File: config.mk
export PLATFORM = sky130hd
export DESIGN_NAME = upd4990_ctrl
export DESIGN_NICKNAME = d
export VERILOG_FILES = /design/src/rtl/upd4990_ctrl.sv
export SDC_FILE = /design/constraint.sdc
export NUM_CORES = 1
export LEC_CHECK = 0
export BUFFER_PORTS_ARGS = -buffer_cell sky130_fd_sc_hd__buf_2
export CORE_AREA = 2 2 91 93
export DETAILED_ROUTE_END_ITERATION = 10
export DIE_AREA = 0 0 93 95
export GPL_ROUTABILITY_DRIVEN = 0
export GPL_TIMING_DRIVEN = 0
export PLACE_DENSITY = 0.65
export SYNTH_ARGS = -nofsm -noshare
export SYNTH_HDL_FRONTEND = slang
export SYNTH_SLANG_ARGS = --single-unit
File: constraint.sdc
create_clock -name CLK -period 2.4 [get_ports CLK]
set_input_delay 0.12 -clock CLK [delete_from_list [all_inputs] [get_ports CLK]]
set_output_delay 0.12 -clock CLK [all_outputs]
set_load 0.05 [all_outputs]
File: src/rtl/upd4990_ctrl.sv
// upd4990_ctrl: serial controller for the uPD4990 real-time clock.
// Sends 4-bit commands (LSB first, then a strobe pulse) and reads the 48-bit time
// register. All timing is in phases of 8 CLK_EN ticks.
// Build option: define UPD4990_CTRL_AUTOHOLD_EN to send a hold command (0000) after
// each read. Without it the RTC stays in shift mode once a read has finished.

module upd4990_ctrl (
   input  logic        CLK,
   input  logic        nRESET,
   input  logic        CLK_EN,
   input  logic        START_READ,
   input  logic        START_CMD,
   input  logic [3:0]  CMD,
   input  logic        DATA_OUT,
   output logic        CS,
   output logic        DATA_CLK,
   output logic        DATA_IN,
   output logic        STROBE,
   output logic        BUSY,
   output logic        DONE,
   output logic [47:0] TIME
);

   typedef enum logic [2:0] {
      StIdle, StCmdLo, StCmdHi, StStbHi, StStbLo, StRdLo, StRdHi, StFin
   } state_e;

   // Read sub-steps: load command, shift-enable command, then the data bits
   localparam logic [1:0] StepLoad  = 2'd0;
   localparam logic [1:0] StepShift = 2'd1;
   localparam logic [1:0] StepRead  = 2'd2;

   localparam logic [3:0] CmdLoad  = 4'b0011;
   localparam logic [3:0] CmdShift = 4'b0001;

   state_e      state_q, state_d;
   logic [2:0]  tick_q, tick_d;
   logic [1:0]  bit_q, bit_d;
   logic [5:0]  rd_q, rd_d;
   logic [1:0]  step_q, step_d;
   logic [3:0]  cmd_q, cmd_d;
   logic        read_q, read_d;
   logic [47:0] time_q, time_d;

   logic last_tick;
   logic busy;

   assign last_tick = CLK_EN && (tick_q == 3'd7);

   // State and datapath registers, synchronous active-low reset
   always_ff @(posedge CLK) begin
      if (!nRESET) begin
         state_q <= StIdle;
         tick_q  <= 3'd0;
         bit_q   <= 2'd0;
         rd_q    <= 6'd0;
         step_q  <= StepLoad;
         cmd_q   <= 4'd0;
         read_q  <= 1'b0;
         time_q  <= 48'd0;
      end else begin
         state_q <= state_d;
         tick_q  <= tick_d;
         bit_q   <= bit_d;
         rd_q    <= rd_d;
         step_q  <= step_d;
         cmd_q   <= cmd_d;
         read_q  <= read_d;
         time_q  <= time_d;
      end
   end

   // Next-state: phase sequencing, counters and TIME shift
   always_comb begin
      state_d = state_q;
      tick_d  = tick_q;
      bit_d   = bit_q;
      rd_d    = rd_q;
      step_d  = step_q;
      cmd_d   = cmd_q;
      read_d  = read_q;
      time_d  = time_q;

      // Phase timer runs only while a phase is active; wraps to 0 at each boundary
      if (CLK_EN && (state_q != StIdle) && (state_q != StFin)) begin
         tick_d = tick_q + 3'd1;
      end

      unique case (state_q)
         StIdle: begin
            tick_d = 3'd0;
            bit_d  = 2'd0;
            rd_d   = 6'd0;
            step_d = StepLoad;
            // A read wins over a simultaneous command request
            if (START_READ) begin
               read_d  = 1'b1;
               cmd_d   = CmdLoad;
               state_d = StCmdLo;
            end else if (START_CMD) begin
               read_d  = 1'b0;
               cmd_d   = CMD;
               state_d = StCmdLo;
            end
         end
         StCmdLo: begin
            if (last_tick) state_d = StCmdHi;
         end
         StCmdHi: begin
            if (last_tick) begin
               if (bit_q == 2'd3) begin
                  bit_d   = 2'd0;
                  state_d = StStbHi;
               end else begin
                  bit_d   = bit_q + 2'd1;
                  state_d = StCmdLo;
               end
            end
         end
         StStbHi: begin
            if (last_tick) state_d = StStbLo;
         end
         StStbLo: begin
            if (last_tick) begin
               if (read_q && (step_q == StepLoad)) begin
                  cmd_d   = CmdShift;
                  step_d  = StepShift;
                  state_d = StCmdLo;
               end else if (read_q && (step_q == StepShift)) begin
                  step_d  = StepRead;
                  rd_d    = 6'd0;
                  state_d = StRdLo;
               end else begin
                  state_d = StFin;
               end
            end
         end
         StRdLo: begin
            // Sample at the end of the low phase, just before the RTC shifts
            if (last_tick) begin
               time_d  = {DATA_OUT, time_q[47:1]};
               state_d = StRdHi;
            end
         end
         StRdHi: begin
            if (last_tick) begin
               if (rd_q == 6'd47) begin
`ifdef UPD4990_CTRL_AUTOHOLD_EN
                  // Step stays at StepRead, so the strobe after this goes to FIN
                  cmd_d   = 4'b0000;
                  bit_d   = 2'd0;
                  state_d = StCmdLo;
`else
                  state_d = StFin;
`endif
               end else begin
                  rd_d    = rd_q + 6'd1;
                  state_d = StRdLo;
               end
            end
         end
         StFin: begin
            state_d = StIdle;
         end
         default: begin
            state_d = StIdle;
         end
      endcase
   end

   // Outputs decoded from registered state
   always_comb begin
      busy     = (state_q != StIdle);
      BUSY     = busy;
      CS       = busy;
      DATA_CLK = (state_q == StCmdHi) || (state_q == StRdHi);
      STROBE   = (state_q == StStbHi);
      DATA_IN  = 1'b0;
      if ((state_q == StCmdLo) || (state_q == StCmdHi)) begin
         DATA_IN = cmd_q[bit_q];
      end
      DONE     = (state_q == StFin);
      TIME     = time_q;
   end

endmodule

==> impl_metrics.env, run 1 <==
export IMPL_holdBufCountCts=0
export IMPL_cap_violations=0
export IMPL_grt_usage_pct=16.02
export IMPL_clock_latency_ns=0.34
export IMPL_grt_start_max_net_pins=13
export IMPL_floorplan_rows=33
export IMPL_ys_seq_area_share_pct=45.43
export IMPL_fp_dieH_um=95
export IMPL_placed_area_um2=3487
export IMPL_post_cts_setup_buffers=0
export IMPL_fill_cells=814
export IMPL_nets=445
export IMPL_port_buffers=63
export IMPL_initial_utilization_pct=38.35
export IMPL_cp_cell_sequence="ha_1 -> ha_1 -> nand2_1 -> or3_1 -> buf_2 -> buf_2 -> nand2_1 -> a21boi_0"
export IMPL_relSlewSlack_pct=51.49
export IMPL_antenna_left=0
export IMPL_critical_path_required_ns=2.62
export IMPL_end_kind="flip-flop"
export IMPL_totalWireLength_mm=6.826
export IMPL_area_delta_synth_final_pct=22.43
export IMPL_fp_coreArea_um2=7928
export IMPL_hold_ws_ns=0.04783
export IMPL_r2r_start="tick_q[0]"
export IMPL_stdcell_area_um2=3722
export IMPL_outcome="complete, no violations"
export IMPL_ctsRootBufferMaster="clkbuf_8"
export IMPL_drc=0
export IMPL_cts_clk_slew_worst_paths_ns=0.07
export IMPL_dr_pass1_iters=5
export IMPL_synth_edf_count=0
export IMPL_cp_depth=8
export IMPL_synth_warnings=0
export IMPL_cts_tree="yes"
export IMPL_hold_viol_final=0
export IMPL_regToRegSetupSlack_ns=0.39
export IMPL_vias=2677
export IMPL_start_kind="flip-flop"
export IMPL_syn_instance_count=357
export IMPL_drive_gt1_share_pct=23.45
export IMPL_slew_violations=0
export IMPL_ys_flop_type="dfxtp_1"
export IMPL_fin_tns_setup_ns=0
export IMPL_vdd_ir_drop_worst_mv=0.3465
export IMPL_drt_iter0_drc=153
export IMPL_reg2regPathDepth=8
export IMPL_cp_top_family="simple AND/OR/NAND/NOR gates"
export IMPL_syn_area_per_cell_um2=8.517
export IMPL_slowest_delay_ns=0.42
export IMPL_fin_crit_sh_pct=83.89
export IMPL_place_hpwl_mm=4.965
export IMPL_min_path_type="input port to flip-flop"
export IMPL_tightest_slew_ns=0.7215
export IMPL_setup_viol=0
export IMPL_cp_arrival_ns=2.23
export IMPL_wire_per_inst_um=12.64
export IMPL_crit_start="tick_q[0]"
export IMPL_finalWorstSetupSlack_ns=0.3867
export IMPL_path_max_fanout=10
export IMPL_timing_critical_path_buf_inv=2
export IMPL_clkSinkCount=69
export IMPL_layout_commonest_cell="nand2_1"
export IMPL_post_route_min_period_ns=2.013
export IMPL_syn_area_um2=3040
export IMPL_place_ws_ns=0.3748
export IMPL_cts_made_buffers=9
export IMPL_crit_path_end="TIME[26]"
export IMPL_r2r_end="TIME[26]"
export IMPL_grt_pass1_vias=2433
export IMPL_grt_pass1_wl_mm=11.23
export IMPL_fp_dieW_um=93
export IMPL_max_freq_mhz=496.7
export IMPL_ioPinCount=64
export IMPL_cts_htree_levels=3
export IMPL_clockBufferDepth=2
export IMPL_dieArea_um2=8835
export IMPL_antenna_found_initial=0
export IMPL_fin_worst_skew_ns=0.01288
export IMPL_criticalPathCategory="flip-flop to flip-flop"
export IMPL_power_leakage_nw=1.466
export IMPL_synth_seq_cells=69
export IMPL_p_per_area_nw_per_um2=649.3
export IMPL_insertedDiodeCount=0
export IMPL_viasPerCell=4.957
export IMPL_yosysUniqueCellTypes=45
export IMPL_synthesis_nets=371
export IMPL_crit_slowest_cell="or3_1"
export IMPL_post_cts_resized=0
export IMPL_grt_ovfl_total=0
export IMPL_synthArstFlopShare_pct=0
export IMPL_grt_setup_unrepaired="false"
export IMPL_mostFrequentLayoutCells="nand2_1 (112), buf_2 (71), dfxtp_1 (69)"
-- where the power goes --
part | internal [mW] | switching [mW] | total [mW]
sequential | 1.15 | 0.00785 | 1.16
clock | 0.686 | 0.437 | 1.12
combinational | 0.0528 | 0.0780 | 0.131
total | 1.89 | 0.523 | 2.42
-- cells in the mapped netlist (2+ instances only) --
master	count	share of area [%]
a21boi_1	14	3.5
nor3_1	4	0.66
mux2i_1	9	3.0
o21ai_0	5	0.82
nor3b_1	2	0.49
inv_1	4	0.49
buf_4	3	0.74
a22oi_1	4	0.99
mux2_2	2	0.74
buf_2	8	1.3
nand3_1	4	0.66
nor2_1	13	1.6
nor2b_1	4	0.82
clkbuf_1	12	1.5
o311ai_0	2	0.58
nand2_2	2	0.41
nand4_1	4	0.82
a21oi_1	4	0.66
nand2b_1	8	1.6
nand2_1	112	14
ha_1	4	1.6
a21boi_0	40	9.9
a211oi_2	3	1.2
dfxtp_1	69	45
-- cells by family (layout without fill, tap and decap cells) --
group,after synthesis,in the layout,synth area share [%]
multiplexers,12,12,4.444
XOR/XNOR,2,2,0.5762
AND/OR/NAND/NOR,159,159,22.51
buffers and inverters,27,105,4.033
AO/OA/AOI/OAI,84,84,21.36
adder cells (fa/ha/maj),4,4,1.646
flip-flops,69,69,45.43
-- through the flow --
| stage | util, % | cells | power, mW |
|---|---|---|---|
| 5_1_grt | 46.95 | 540 | 2.506 |
| 4_1_cts | 46.95 | 540 | 2.447 |
| 3_5_place_dp | 43.99 | 525 | 1.319 |
| 3_3_place_gp | 43.99 | 525 | 1.318 |
| 6_report | 46.95 | 540 | 2.417 |
| 2_1_floorplan | - | 357 | 1.282 |
-- cell type report --
type | instances | area [µm²] | share of cell area (%)
multi-input cells | 261 | 1536 | 41.28
plain buffers | 23 | 107.6 | 2.891
clock buffers | 9 | 123.9 | 3.328
inverters | 4 | 15.01 | 0.4034
repair buffers | 63 | 315.3 | 8.471
well taps | 105 | 131.4 | 3.529
clock inverters | 6 | 111.4 | 2.992
flip-flops and latches | 69 | 1381 | 37.11
-- worst register-to-register path, delay by kind of cell, from the launching register on --
| family | cells | cell delay (ns) |
|---|---|---|
| flip-flops | 1 | 0.35 |
| buffers and inverters | 2 | 0.40 |
| adder cells (fa/ha/maj) | 2 | 0.37 |
| AND/OR/NAND/NOR | 3 | 0.71 |
| AO/OA/AOI/OAI | 1 | 0.08 |
-- layer usage --
layer | share of wire (%) | vias up | GRT usage (%)
met5 | 0 | - | 0
met4 | 0.97 | 0 | 7.475
met3 | 4.3 | 4 | 4.070
met2 | 47 | 52 | 25.24
met1 | 47 | 1265 | 20.64
li1 | - | 1356 | -
-- registers in the layout, indices dropped and copies added, names as in the netlist --
register / count
cmd_q: 4
step_q: 2
tick_q: 3
TIME: 48
state_q: 3
read_q: 1
rd_q: 6
bit_q: 2
-- worst min-delay path by stage --
| stage | to | cells after the start | slack (ns) | from |
|---|---|---|---|---|
| CTS | cmd_q[3] | 3 | 0.03 | CMD[3] |
| detailed placement | cmd_q[3] | 3 | 0.39 | CMD[3] |
| global route | TIME[47] | 3 | 0.04 | DATA_OUT |
| finish | cmd_q[3] | 3 | 0.05 | CMD[3] |
| global placement | TIME[47] | 3 | 0.38 | DATA_OUT |
| floorplan | TIME[47] | 2 | 0.25 | DATA_OUT |
(Power assumes the default switching activity.)
==> run 2: changes to the inputs <==
==> config.mk (replaced) <==
export PLATFORM = sky130hd
export DESIGN_NAME = upd4990_ctrl
export DESIGN_NICKNAME = d
export VERILOG_FILES = /design/src/rtl/upd4990_ctrl.sv
export SDC_FILE = /design/constraint.sdc
export NUM_CORES = 1
export LEC_CHECK = 0
export ABC_AREA = 1
export BUFFER_PORTS_ARGS = -buffer_cell sky130_fd_sc_hd__buf_2
export CORE_AREA = 2 2 90 92
export DETAILED_ROUTE_END_ITERATION = 10
export DIE_AREA = 0 0 92 94
export GPL_ROUTABILITY_DRIVEN = 0
export GPL_TIMING_DRIVEN = 0
export PLACE_DENSITY = 0.66
export SYNTH_ARGS = -nofsm -noshare
export SYNTH_HDL_FRONTEND = slang
export SYNTH_SLANG_ARGS = --single-unit
==> constraint.sdc (replaced) <==
create_clock -name CLK -period 2.1 [get_ports CLK]
set_input_delay 0.105 -clock CLK [delete_from_list [all_inputs] [get_ports CLK]]
set_output_delay 0.105 -clock CLK [all_outputs]
set_load 0.05 [all_outputs]
==> impl_metrics.env, run 2 <==
export IMPL_hold_ws_ns=0.06546
export IMPL_cts_clk_slew_worst_paths_ns=0.08
export IMPL_synthArstFlopShare_pct=0
export IMPL_initial_utilization_pct=39.59
export IMPL_largest_register_ffs=48
export IMPL_grt_usage_pct=16.20
export IMPL_cts_tree="yes"
export IMPL_grt_start_max_net_pins=13
export IMPL_vias=2747
export IMPL_place_ws_ns=0.3360
export IMPL_syn_area_per_cell_um2=7.529
export IMPL_vdd_ir_drop_worst_mv=0.4077
export IMPL_synth_warnings=0
export IMPL_cts_made_buffers=9
export IMPL_p_per_area_nw_per_um2=1066
export IMPL_synth_seq_cells=69
export IMPL_antenna_left=0
export IMPL_post_route_min_period_ns=1.755
export IMPL_layout_commonest_cell="nor2_1"
export IMPL_grt_pass1_wl_mm=11.25
export IMPL_drc=0
export IMPL_clkSinkCount=69
export IMPL_nets=488
export IMPL_combPwrFrac_pct=31.5
export IMPL_criticalPathCategory="flip-flop to flip-flop"
export IMPL_holdBufCountCts=1
export IMPL_fin_crit_sh_pct=83.58
export IMPL_grt_setup_unrepaired="false"
export IMPL_drive_gt1_share_pct=25.05
export IMPL_start_kind="flip-flop"
export IMPL_cts_htree_levels=3
export IMPL_end_kind="flip-flop"
export IMPL_wire_per_inst_um=11.18
export IMPL_fp_coreArea_um2=7607
export IMPL_synth_top_area_share_pct=45.87
export IMPL_seq_area_um2=1381
export IMPL_grt_pass1_vias=2551
export IMPL_synth_top_cell_by_area="dfxtp_1"
export IMPL_cp_arrival_ns=1.98
export IMPL_area_delta_synth_final_pct=22.31
export IMPL_path_max_fanout=10
export IMPL_syn_area_um2=3012
export IMPL_synth_common_cells="nor2_1 (120), dfxtp_1 (69), o21ai_0 (51), nand2_1 (42)"
export IMPL_fill_cells=800
export IMPL_ys_seq_area_share_pct=45.87
export IMPL_slew_violations=0
export IMPL_finalWorstSetupSlack_ns=0.3448
export IMPL_clock_power_share_pct=30.8
export IMPL_max_freq_mhz=569.7
export IMPL_seqPwrFrac_pct=37.7
export IMPL_fp_dieW_um=92
export IMPL_p_int_mw=2.505
export IMPL_sw_frac_of_total_pct=36.21
export IMPL_synthesis_nets=414
export IMPL_post_cts_setup_buffers=0
export IMPL_ctsRootBufferMaster="clkbuf_8"
export IMPL_setup_viol=0
export IMPL_synth_area_leaders="dfxtp_1 (46%), nor2_1 (15%), o21ai_0 (8.5%), nand2_1 (5.2%), a21oi_1 (2.8%)"
export IMPL_floorplan_rows=32
export IMPL_syn_instance_count=400
export IMPL_outcome="complete, no violations"
export IMPL_fp_dieH_um=94
export IMPL_antenna_found_initial=0
export IMPL_synth_edf_count=0
export IMPL_place_hpwl_mm=4.726
export IMPL_critical_path_required_ns=2.33
export IMPL_relSlewSlack_pct=73.55
export IMPL_totalWireLength_mm=6.498
export IMPL_min_path_type="input port to flip-flop"
export IMPL_mostFrequentLayoutCells="nor2_1 (120), dfxtp_1 (69), buf_2 (65)"
export IMPL_ioPinCount=64
export IMPL_ys_flop_type="dfxtp_1"
export IMPL_fin_worst_skew_ns=0.004958
export IMPL_post_cts_resized=0
export IMPL_viasPerCell=4.728
export IMPL_tightest_slew_ns=0.3968
export IMPL_yosysUniqueCellTypes=33
export IMPL_multi_input_comb_area_um2=1410
export IMPL_drt_iter0_drc=142
export IMPL_port_buffers=62
export IMPL_fin_tns_setup_ns=0
export IMPL_dieArea_um2=8648
export IMPL_hold_viol_final=0
export IMPL_synth_most_common_cell="nor2_1"
export IMPL_dr_pass1_iters=4
export IMPL_grt_ovfl_total=0
export IMPL_p_sw_mw=1.422
export IMPL_clock_latency_ns=0.33
export IMPL_clockBufferDepth=2
export IMPL_insertedDiodeCount=0
export IMPL_cap_violations=0
export IMPL_power_leakage_nw=1.674
==> run 2: final cells by class <==
cell class              count  share of cell area, %
well taps                 102                  3.465
plain buffers              19                  3.668
inverters                  22                  2.310
repair buffers             63                  8.696
clock inverters             5                  2.242
clock buffers              11                  3.838
flip-flops and latches     69                  37.50
multi-input cells         290                  38.28
==> run 2: power by group through the flow <==
stage	Combinational (mW)	Sequential [mW]	Clock, mW
after floorplan	1.04	1.49	0
after global placement	1.22	1.51	0
after detailed placement	1.24	1.51	0
after CTS	1.25	1.48	1.25
after global routing	1.38	1.50	1.30
final	1.24	1.48	1.21
==> run 2: worst paths after layout <==
kind | to | slack [ns] | startpoint | cells past startpoint
worst max-delay path | TIME[26] | 0.34 | tick_q[0] | 9
worst min-delay path | read_q | 0.07 | START_READ | 3
worst max register to register | TIME[26] | 0.34 | tick_q[0] | 9
worst min register to register | cmd_q[2] | 0.46 | cmd_q[2] | 2
==> run 2: routing by layer <==
metal  share of wire, %  track usage (%)
met3                6.3            4.976
met4                1.5            6.343
met5                  0                0
met1                 48            20.29
met2                 45            26.16
==> run 2: worst max-delay path, cell delays in order, from the launching register on <==
cell and delay (ns):
dfxtp_1 0.35, ha_1 0.16, ha_1 0.13, nand2_1 0.14
inv_1 0.13, nand3_2 0.16, buf_6 0.18, clkbuf_2 0.17
o21ai_0 0.17, nor2_1 0.05
==> run 2: cell families (layout without fill, tap and decap cells) <==
logic type,count (synthesis),after routing,synth area share [%]
buf+inv,41,120,7.312
fa+ha+maj,4,4,1.662
compound gates,75,75,12.71
simple gates,211,211,32.45
flops,69,69,45.87
==> run 2: stage by stage <==
| stage | std cells | total power, mW | instance area [µm²] | utilization [%] |
|---|---|---|---|---|
| 6_report | 581 | 3.928 | 3684 | 48.42 |
| 5_1_grt | 581 | 4.177 | 3684 | 48.42 |
| 4_1_cts | 581 | 3.978 | 3684 | 48.42 |
| 3_5_place_dp | 564 | 2.752 | 3450 | 45.35 |
| 3_3_place_gp | 564 | 2.731 | 3450 | 45.35 |
| 2_1_floorplan | 400 | 2.535 | 3012 | - |
